[config.mk]
export PLATFORM = sky130hd
export DESIGN_NAME = write_state
export DESIGN_NICKNAME = d
export VERILOG_FILES = /design/src/rtl/fifo_pkg.sv /design/src/rtl/binary_to_gray.sv /design/src/rtl/gray_sync.sv /design/src/rtl/gray_to_binary.sv /design/src/rtl/write_state.sv
export SDC_FILE = /design/constraint.sdc
export NUM_CORES = 1
export LEC_CHECK = 0
export ABC_CLOCK_PERIOD_IN_PS = 3700
export BUFFER_PORTS_ARGS = -buffer_cell sky130_fd_sc_hd__buf_4
export CORE_ASPECT_RATIO = 0.8
export CORE_MARGIN = 3
export CORE_UTILIZATION = 49
export DETAILED_ROUTE_END_ITERATION = 12
export PLACE_DENSITY = 0.78
export SLEW_MARGIN = 0
export SYNTH_ARGS = -nofsm -noshare
export SYNTH_HDL_FRONTEND = slang
export SYNTH_SLANG_ARGS = --single-unit
[constraint.sdc]
create_clock -name clock -period 3.7 [get_ports clock]
set_clock_uncertainty 0.2 [all_clocks]
set_input_delay 0.74 -clock clock [delete_from_list [all_inputs] [get_ports clock]]
set_output_delay 0.74 -clock clock [all_outputs]
set_load 0.005 [all_outputs]
[src/rtl/fifo_pkg.sv]
// fifo_pkg: shared defaults and helpers for the dual-clock gray-pointer FIFO
// Contents: DEFAULT_ADDRESS_WIDTH, DEFAULT_SYNC_STAGES, capacity(width) = usable entries
package fifo_pkg;
   localparam int DEFAULT_ADDRESS_WIDTH = 4;
   localparam int DEFAULT_SYNC_STAGES = 2;
   function automatic int capacity(input int width);
      return (1 << width) - 1;
   endfunction
endpackage

[src/rtl/binary_to_gray.sv]
// binary_to_gray: combinational binary to reflected gray code converter
// Ports: binary (in, WIDTH), gray (out, WIDTH)
module binary_to_gray #(
   parameter int WIDTH = 4
) (
   input  logic [WIDTH-1:0] binary,
   output logic [WIDTH-1:0] gray
);
   assign gray = binary ^ (binary >> 1);
endmodule

[src/rtl/gray_sync.sv]
// gray_sync: WIDTH x STAGES flop chain carrying a gray pointer across clock domains
// Ports: clock, reset (sync, active-high), async_data (in, WIDTH), sync_data (out, WIDTH)
module gray_sync #(
   parameter int WIDTH = 4,
   parameter int STAGES = 2
) (
   input  logic             clock,
   input  logic             reset,
   input  logic [WIDTH-1:0] async_data,
   output logic [WIDTH-1:0] sync_data
);
   if (STAGES < 2) begin : g_bad_stages
      $error("gray_sync needs at least two stages");
   end
   logic [WIDTH-1:0] stage [STAGES];
   // Pure flop-to-flop chain: nothing may sit between stages.
   always_ff @(posedge clock) begin
      if (reset) begin
         for (int i = 0; i < STAGES; i++) stage[i] <= '0;
      end else begin
         stage[0] <= async_data;
         for (int i = 1; i < STAGES; i++) stage[i] <= stage[i-1];
      end
   end
   assign sync_data = stage[STAGES-1];
endmodule

[src/rtl/gray_to_binary.sv]
// gray_to_binary: combinational reflected gray code to binary converter
// Ports: gray (in, WIDTH), binary (out, WIDTH)
module gray_to_binary #(
   parameter int WIDTH = 4
) (
   input  logic [WIDTH-1:0] gray,
   output logic [WIDTH-1:0] binary
);
   for (genvar i = 0; i < WIDTH; i++) begin : g_bit
      assign binary[i] = ^gray[WIDTH-1:i];
   end
endmodule

[src/rtl/write_state.sv]
// write_state: write-domain pointer manager for the dual-clock gray-pointer FIFO
// Ports: clock, reset (sync, active-high), increment, clear_overflow, read_address_gray (async in);
//        write_address, write_address_gray (registered), write_enable, full, almost_full, level, overflow
module write_state
   import fifo_pkg::*;
#(
   parameter int ADDRESS_WIDTH = DEFAULT_ADDRESS_WIDTH,
   parameter int SYNC_STAGES = DEFAULT_SYNC_STAGES,
   parameter int ALMOST_FULL_THRESHOLD = 12
) (
   input  logic                     clock,
   input  logic                     reset,
   input  logic                     increment,
   input  logic                     clear_overflow,
   input  logic [ADDRESS_WIDTH-1:0] read_address_gray,
   output logic [ADDRESS_WIDTH-1:0] write_address,
   output logic [ADDRESS_WIDTH-1:0] write_address_gray,
   output logic                     write_enable,
   output logic                     full,
   output logic                     almost_full,
   output logic [ADDRESS_WIDTH-1:0] level,
   output logic                     overflow
);
   if (ALMOST_FULL_THRESHOLD < 1 || ALMOST_FULL_THRESHOLD > capacity(ADDRESS_WIDTH)) begin : g_bad_threshold
      $error("ALMOST_FULL_THRESHOLD out of range");
   end
   localparam logic [ADDRESS_WIDTH-1:0] ALMOST_FULL_LEVEL = ADDRESS_WIDTH'(ALMOST_FULL_THRESHOLD);
   logic [ADDRESS_WIDTH-1:0] next_address;
   logic [ADDRESS_WIDTH-1:0] next_address_gray;
   logic [ADDRESS_WIDTH-1:0] read_gray_sync;
   logic [ADDRESS_WIDTH-1:0] read_address_sync;
   gray_sync #(.WIDTH(ADDRESS_WIDTH), .STAGES(SYNC_STAGES)) read_sync (
      .clock(clock),
      .reset(reset),
      .async_data(read_address_gray),
      .sync_data(read_gray_sync)
   );
   gray_to_binary #(.WIDTH(ADDRESS_WIDTH)) read_decode (
      .gray(read_gray_sync),
      .binary(read_address_sync)
   );
   binary_to_gray #(.WIDTH(ADDRESS_WIDTH)) write_encode (
      .binary(next_address),
      .gray(next_address_gray)
   );
   assign next_address = write_address + 1'b1;
   assign full = next_address == read_address_sync;
   assign level = write_address - read_address_sync;
   assign almost_full = level >= ALMOST_FULL_LEVEL;
   // Held low during reset so no stray memory write lands while pointers clear.
   assign write_enable = increment & ~full & ~reset;
   // The gray pointer is loaded from the encoded next address so the read domain
   // only ever sees a flop output changing one bit per write.
   always_ff @(posedge clock) begin
      if (reset) begin
         write_address <= '0;
         write_address_gray <= '0;
         overflow <= 1'b0;
      end else begin
         if (write_enable) begin
            write_address <= next_address;
            write_address_gray <= next_address_gray;
         end
         if (increment && full) overflow <= 1'b1;
         else if (clear_overflow) overflow <= 1'b0;
      end
   end
endmodule

### Yosys cells after proc, flatten, opt, wreduce, memory -nomap -nowiden

Memory sizes are Yosys's and may differ from the RTL's.
Cells that the tools add are included.

* add/sub/neg operators: 2
* magnitude comparators: 1
* eq/ne operators: 1
* muxes and demuxes: 7
* bitwise logic cells: 7
* reductions and logical operators: 5

Operators with widths (number)
* $mux 4: 2
* $mux 1: 5
* $add 4x1->4 const B: 1
* $eq 4x4->1: 1
* $ge 4x4->1 const B: 1
* $reduce_xor 4->1: 1
* $sub 4x4->4: 1
* $xor 4x3->4: 1
* $reduce_xor 3->1: 1
* $and 1x1->1: 2
* $not 1->1: 2
* $or 1x1->1: 2
* $reduce_bool 2->1: 1
* $reduce_xor 2->1: 1
* $logic_and 1x1->1: 1

* register bits: 9
* RAM bits: 8
* input bits: 8
* output and inout bits: 16
* memories: 1

Memory list
* read_sync.stage: depth 2, width 4, read ports 2, clocked after memory_dff 0, write ports 2, RTL line gray_sync.sv:15 `logic [WIDTH-1:0] stage [STAGES];`

### Logic depth before layout (Yosys ltp)

Gate-level depths: netlist of run 1.

* depth in word-level cells: 5
* mapped depth: 9
* gate-level depth less buffers: 9

### Modules after synthesis

Synthesis of run 1 repeated with hierarchy kept, for this count alone.

* cell total of the unflattened synthesis: 103
* area, all modules: 982.2 µm²

By module, submodules not included
* write_state: times used 1, cells an instance 74, area each 658.1 µm²
* gray_sync: times used 1, cells an instance 20, area each 240.2 µm²
* gray_to_binary: times used 1, cells an instance 5, area each 50.0 µm²
* binary_to_gray: times used 1, cells an instance 4, area each 33.8 µm²

### Worst setup path before layout of run 1

No wires, ideal clock.

* path type: register to output
* from: memory read_sync.stage[1][3] (netlist: read_sync.stage[0][7])
* to: output port almost_full
* data arrival time: 2.128 ns
* required time: 2.760 ns
* setup slack: 0.632 ns
* stages on the path, launching flop included: 10
* buffers on the path: 0
* path through: dfxtp_1 > xor2_1 > xnor2_1 > xnor2_1 > ha_1 > inv_1 > fa_1 > xor2_1 > xnor2_1 > and2_1

RTL lines
* start: declaration: RTL line gray_sync.sv:15
* end: declaration: RTL line write_state.sv:20 `output logic almost_full,`

==> metrics.yaml, run 1 <==
cts_buffers: 3
p_clk_share_pct: 25.5
gp_congestion: 0.859
hp-class: "register to register"
synth_warnings: 0
cp_slowest_cell: "dfxtp_1"
grt_pass1_vias: 585
min_period_ns: 3.50
critPathMaxStageDelay_ns: 0.44
n_antenna_cell: 0
area_growth_syn_to_layout_pct: 25.5
yosys_register_bits: 16
drtAntennaViolNets: 0
p_leak_nw: 0.464
grt_usage_pct: 15.8
io_pins: 24
cts.path.max_buffers: 2
powerDensity_nw_per_um2: 447
die_y_um: 42.8
start_kind: "register"
clk_latency_ns: 0.30
yosysSeqAreaShare_pct: 38.7
syn_area_um2: 828
rsz0062_at_grt: "no"
comb_power_share_pct: 32.3
required_ns: 2.76
cp_data_arrival_time_ns: 2.56
hold_violations: 0
crit_top_cell: "xnor2_1"
grt_remaining_overflow: 0
drt-total-wl_um: 1550
cts_tree: "built"
ir_worst_vdd_mv: 0.342
drc_errors: 0
tightestPinTransition_ns: 0.396
final.setup.tns_ns: 0
viasPerCell: 4.88
critPathBufInv: 2
layout_commonest_cell: "buf_4"
clk_pin_slew_ns: 0.10
hpwl_um: 1140
antenna_found_initial: 0
layout-drive-gt1-share_pct: 28.3
hp-start: "read_sync.stage[0][3]"
num_vias: 654
fin_ws_ns: 0.199
die_area_um2: 2220
die_x_um: 52.0
wl_per_cell_um: 11.6
intPower_mw: 0.325
numPortBuffers: 23
pre_cts_slack_ns: 0.383
critPathTopFamily: "XOR/XNOR gates"
rrSetupSlack_ns: 1.18
pwr-share-seq_pct: 42.1
holdPathEnd: "read_sync.stage[0][7]"
rr_worst_depth: 8
worstSetupPathType: "register to output pin"
crit_chain: "xor2_2 > xnor2_2 > xnor2_1 > ha_1 > inv_1 > fa_1 > xor2_1 > xnor2_1 > and2_1 > buf_4"
firstDrtPassIters: 4
slew_violations: 0
avgSynthCellArea_um2: 9.10
ctsRootBufferMaster: "clkbuf_4"
drt_iter0_drc: 4
syn_nets: 103
total_power_mw: 0.464
outcome: "completed"
reg2reg_to: "write_address_gray[1]"
reg2reg_from: "read_sync.stage[0][7]"
crit_fanout: 4
p_switching_mw: 0.140
syn_inst: 91
grt_pass1_wl_um: 2540
grt_max_degree: 18
holdPathStages: 1
final_cell_mix: "buf_4, dfxtp_1, nor2b_1, a21oi_1, o21ai_1"
yosysUniqueCellTypes: 24
cap_violations: 0
fmax_mhz: 286
fin_crit_sh_pct: 94.6
core_um2: 1490
nNetsFinal: 126
start_util_pct: 55.7
p_sw_share_pct: 30.0
clkSinkCount: 16
slew_headroom_pct: 73.6
rows: 12
htree_levels: 1
end_kind: "output pin"
setup_viol: 0
cts_hold_buffers: 0
==> stage by stage <==
| stage | area, um2 | utilization, % | std cells | hold slack (ns) |
|---|---|---|---|---|
| after floorplan | 828 | - | 91 | 0.214 |
| after global placement | 988 | 66.5 | 130 | 0.221 |
| after detailed placement | 988 | 66.5 | 130 | 0.226 |
| after CTS | 1020 | 68.9 | 134 | 0.241 |
| after global routing | 1040 | 69.9 | 134 | 0.254 |
| final | 1040 | 69.9 | 134 | 0.238 |
==> routing by layer <==
metal	part of all wire [%]	global-route usage [%]	routed length, um
met1	47	18.8	731
met2	45	25.1	698
met3	6.8	7.37	106
met4	0.97	4.71	15
met5	0	0	0
==> logic make-up (layout without fill, tap and decap cells) <==
family | after synthesis | count (layout) | synth area share [%]
AO/OA/AOI/OAI | 18 | 18 | 12.2
XOR/XNOR | 14 | 14 | 14.8
adder cells (fa/ha/maj) | 4 | 4 | 6.95
buffers and inverters | 10 | 32 | 7.10
flip-flops | 16 | 16 | 38.7
multiplexers | 2 | 2 | 2.42
AND/OR/NAND/NOR | 27 | 27 | 17.8
==> power groups by stage <==
stage	Combinational, mW	Clock, mW	Sequential (mW)
final	0.150	0.119	0.196
after CTS	0.151	0.121	0.195
after global placement	0.147	0	0.199
after global routing	0.168	0.130	0.198
after detailed placement	0.151	0	0.199
after floorplan	0.0943	0	0.198
==> final cells by class <==
class | instances | area [um2]
multi-input combinational | 65 | 464
fill | 138 | 447
sequential | 16 | 320
timing repair buffer | 23 | 173
clock buffer | 4 | 36.3
tap | 21 | 26.3
inverter | 5 | 20.0
==> synth_stat cells, drive strengths merged <==
library cell | number | area, um2
dfxtp | 16 | 320
a21oi | 10 | 57.6
nor2b | 9 | 56.3
o21ai | 7 | 35.0
xnor2 | 7 | 61.3
xor2 | 7 | 61.3
nand3 | 6 | 30.0
buf | 4 | 35.0
inv | 4 | 15.0
or3 | 4 | 25.0
ha | 3 | 37.5
nand2 | 3 | 11.3
mux2i | 2 | 20.0
nor2 | 2 | 7.51
a211o | 1 | 8.76
and2 | 1 | 6.26
clkbuf | 1 | 3.75
clkinv | 1 | 5.00
fa | 1 | 20.0
nand4 | 1 | 6.26
nor3 | 1 | 5.00
==> what timing repair did <==
| action | in CTS | in global routing |
|---|---|---|
| setup endpoints to repair | 0 | 1 |
| resized for setup | 0 | 2 |
| buffers inserted | 0 | 0 |
==> how the worst max path moves through the flow <==
stage	start	endpoint	slack, ns	depth (start not counted)
5_1_grt	read_sync.stage[0][7]	almost_full	0.0003	10
3_5_place_dp	read_sync.stage[0][7]	almost_full	0.38	10
3_3_place_gp	read_sync.stage[0][7]	almost_full	0.50	10
2_1_floorplan	read_sync.stage[0][7]	almost_full	0.63	9
6_report	read_sync.stage[0][7]	almost_full	0.20	10
4_1_cts	read_sync.stage[0][7]	almost_full	0.04	10
==> sequential cells by signal, indices dropped and copies added (netlist names) <==
| name | flops |
|---|---|
| write_address_gray | 3 |
| write_address | 4 |
| read_sync.stage | 8 |
| overflow | 1 |
==> worst register-to-register path, cell delays in order (launching register included) <==
cell and delay [ns]:
dfxtp_1 0.44, xor2_2 0.29, xnor2_2 0.19, xnor2_1 0.10, ha_1 0.30, a211o_1 0.21, clkinv_2 0.19, or3_1 0.38
a21oi_1 0.14
Note: power is estimated with default switching activity, not from simulation.
==> run 2, diff against run 1 <==
- CORE_UTILIZATION: 49 -> 36
- PLACE_DENSITY: 0.78 -> 0.65
==> metrics.yaml, run 2 (synthesis gave the netlist of run 1 again) <==
pwr-share-seq_pct: 42.4  # +0.3 points
final-seq-area_um2: 320  # unchanged
htree_levels: 1  # unchanged
multiInputGateArea_um2: 464  # unchanged
powerDensity_nw_per_um2: 443  # -0.78%
drc_errors: 0  # unchanged
tightestPinTransition_ns: 0.441  # +0.0449 ns
dpl-instance-area_um2: 992  # +0.38%
hpwl_um: 1230  # +7.4%
start_kind: "register"
design_area_um2: 1040  # +0.36%
grt_pass1_vias: 542  # -7.4%
cts.path.max_buffers: 2  # unchanged
largest_reg_flops: 8  # unchanged
min_period_ns: 3.48  # -0.0209 ns
cts_tree: "built"
cp_data_arrival_time_ns: 2.54  # -0.02 ns
slew_violations: 0  # unchanged
p_leak_nw: 0.464  # unchanged
viasPerCell: 4.74  # -2.9%
top_register: "read_sync.stage"
gp_congestion: 0.806  # -6.1%
intPower_mw: 0.325  # about the same
outcome: "completed"
hold_violations: 0  # unchanged
crit_fanout: 4  # unchanged
reg2reg_from: "read_sync.stage[0][7]"
cts_hold_buffers: 0  # unchanged
cts_buffers: 3  # unchanged
required_ns: 2.76  # about the same
critPathMaxStageDelay_ns: 0.43  # about the same
wl_per_cell_um: 11.7  # +1.3%
slew_headroom_pct: 70.6  # -3.0 points
end_kind: "output pin"
holdPathEnd: "read_sync.stage[0][5]"
crit_chain: "xor2_2 > xnor2_2 > xnor2_1 > ha_1 > inv_1 > fa_1 > xor2_1 > xnor2_1 > and2_1 > buf_4"
post_cts_resized: 0  # unchanged
drt_iter0_drc: 13  # +9
ir_worst_vdd_mv: 0.295  # -14%
rrSetupSlack_ns: 1.19  # about the same
rows: 14  # +2
fin_util_pct: 51.4  # -19 points
final_cell_mix: "buf_4, dfxtp_1, nor2b_1, a21oi_1, o21ai_1"
grt_remaining_overflow: 0  # unchanged
cap_violations: 0  # unchanged
area_growth_syn_to_layout_pct: 26.0
setup_viol: 0  # unchanged
crit_top_cell: "xnor2_1"
fmax_mhz: 287  # +0.60%
clkSinkCount: 16  # unchanged
start_util_pct: 40.8  # -15 points
postCtsSetupRepairBufs: 0  # unchanged
hp-class: "register to register"
rsz0062_at_grt: "no"
numPortBuffers: 23  # unchanged
die_y_um: 48.9  # +14%
top_regs: "read_sync.stage x8, write_address x4, write_address_gray x3"
drtAntennaViolNets: 0  # unchanged
grt_pass1_wl_um: 2640  # +4.1%
num_vias: 649  # -0.76%
clk_latency_ns: 0.29  # about the same
clk_pin_slew_ns: 0.09  # about the same
antenna_found_initial: 0  # unchanged
n_antenna_cell: 0  # unchanged
critical_path.startpoint: "read_sync.stage[0][7]"
fillers: 206  # +49%
ctsRootBufferMaster: "clkbuf_4"
cp_slowest_cell: "dfxtp_1"
fin_ws_ns: 0.220  # +0.0209 ns
p_switching_mw: 0.138  # -1.4%
grt_usage_pct: 11.7  # -4.2 points
p_clk_share_pct: 24.9  # -0.6 points
final.setup.tns_ns: 0  # unchanged
comb_power_share_pct: 32.8  # +0.5 points
io_pins: 24  # unchanged
layout-drive-gt1-share_pct: 28.3  # unchanged
firstDrtPassIters: 4  # unchanged
die_area_um2: 2920  # +31%
nNetsFinal: 126  # unchanged
core_um2: 2030  # +37%
worstSetupPathType: "register to output pin"
reg2reg_to: "write_address_gray[1]"
rr_worst_depth: 8  # unchanged
p_sw_share_pct: 29.7  # -0.31 points
fin_crit_sh_pct: 94.1  # -0.56 points
layout_commonest_cell: "buf_4"
holdPathStages: 1  # unchanged
grt_max_degree: 18  # unchanged
pre_cts_slack_ns: 0.401  # +0.0184 ns
die_x_um: 59.6  # +15%
drt-total-wl_um: 1610  # +3.6%
hp-start: "read_sync.stage[0][1]"
==> run 2: critical path, delay by kind of cell, from the launching register on <==
family | cells | cell delay [ns]
adder cells (fa/ha/maj) | 2 | 0.53
flip-flops | 1 | 0.43
XOR/XNOR | 5 | 0.94
AND/OR/NAND/NOR | 1 | 0.16
buffers and inverters | 2 | 0.19
==> run 2: layout make-up <==
| class | count | area share, % |
|---|---|---|
| sequential | 16 | 30.7 |
| tap | 24 | 2.88 |
| timing repair buffer | 23 | 16.5 |
| clock buffer | 4 | 3.48 |
| multi-input combinational | 65 | 44.5 |
| inverter | 5 | 1.92 |
==> run 2: through the flow <==
step                total power, mW  hold slack, ns  std cells
floorplan                     0.292           0.214         91
global placement              0.348           0.223        133
detailed placement            0.352           0.224        133
CTS                           0.467           0.246        137
global route                  0.499           0.265        137
finish                        0.463           0.242        137
==> run 2: worst max path at each step <==
| stage | endpoint | slack [ns] |
|---|---|---|
| after floorplan | almost_full | 0.63 |
| after global placement | almost_full | 0.49 |
| after detailed placement | almost_full | 0.40 |
| after CTS | almost_full | 0.07 |
| after global routing | almost_full | 0.03 |
| final | almost_full | 0.22 |
==> run 2: power groups by stage <==
stage / logic (mW) / registers (mW) / clock network, mW
after floorplan: 0.0943 / 0.198 / 0
after global placement: 0.149 / 0.199 / 0
after detailed placement: 0.152 / 0.200 / 0
after CTS: 0.153 / 0.196 / 0.119
after global routing: 0.171 / 0.198 / 0.130
final: 0.152 / 0.196 / 0.115
==> run 2: per-layer routing <==
metal / part of all wire, % / global-route usage [%]
met5: 0 / 0
met4: 0.50 / 4.43
met3: 6.5 / 3.97
met2: 45 / 15.3
met1: 48 / 17.1
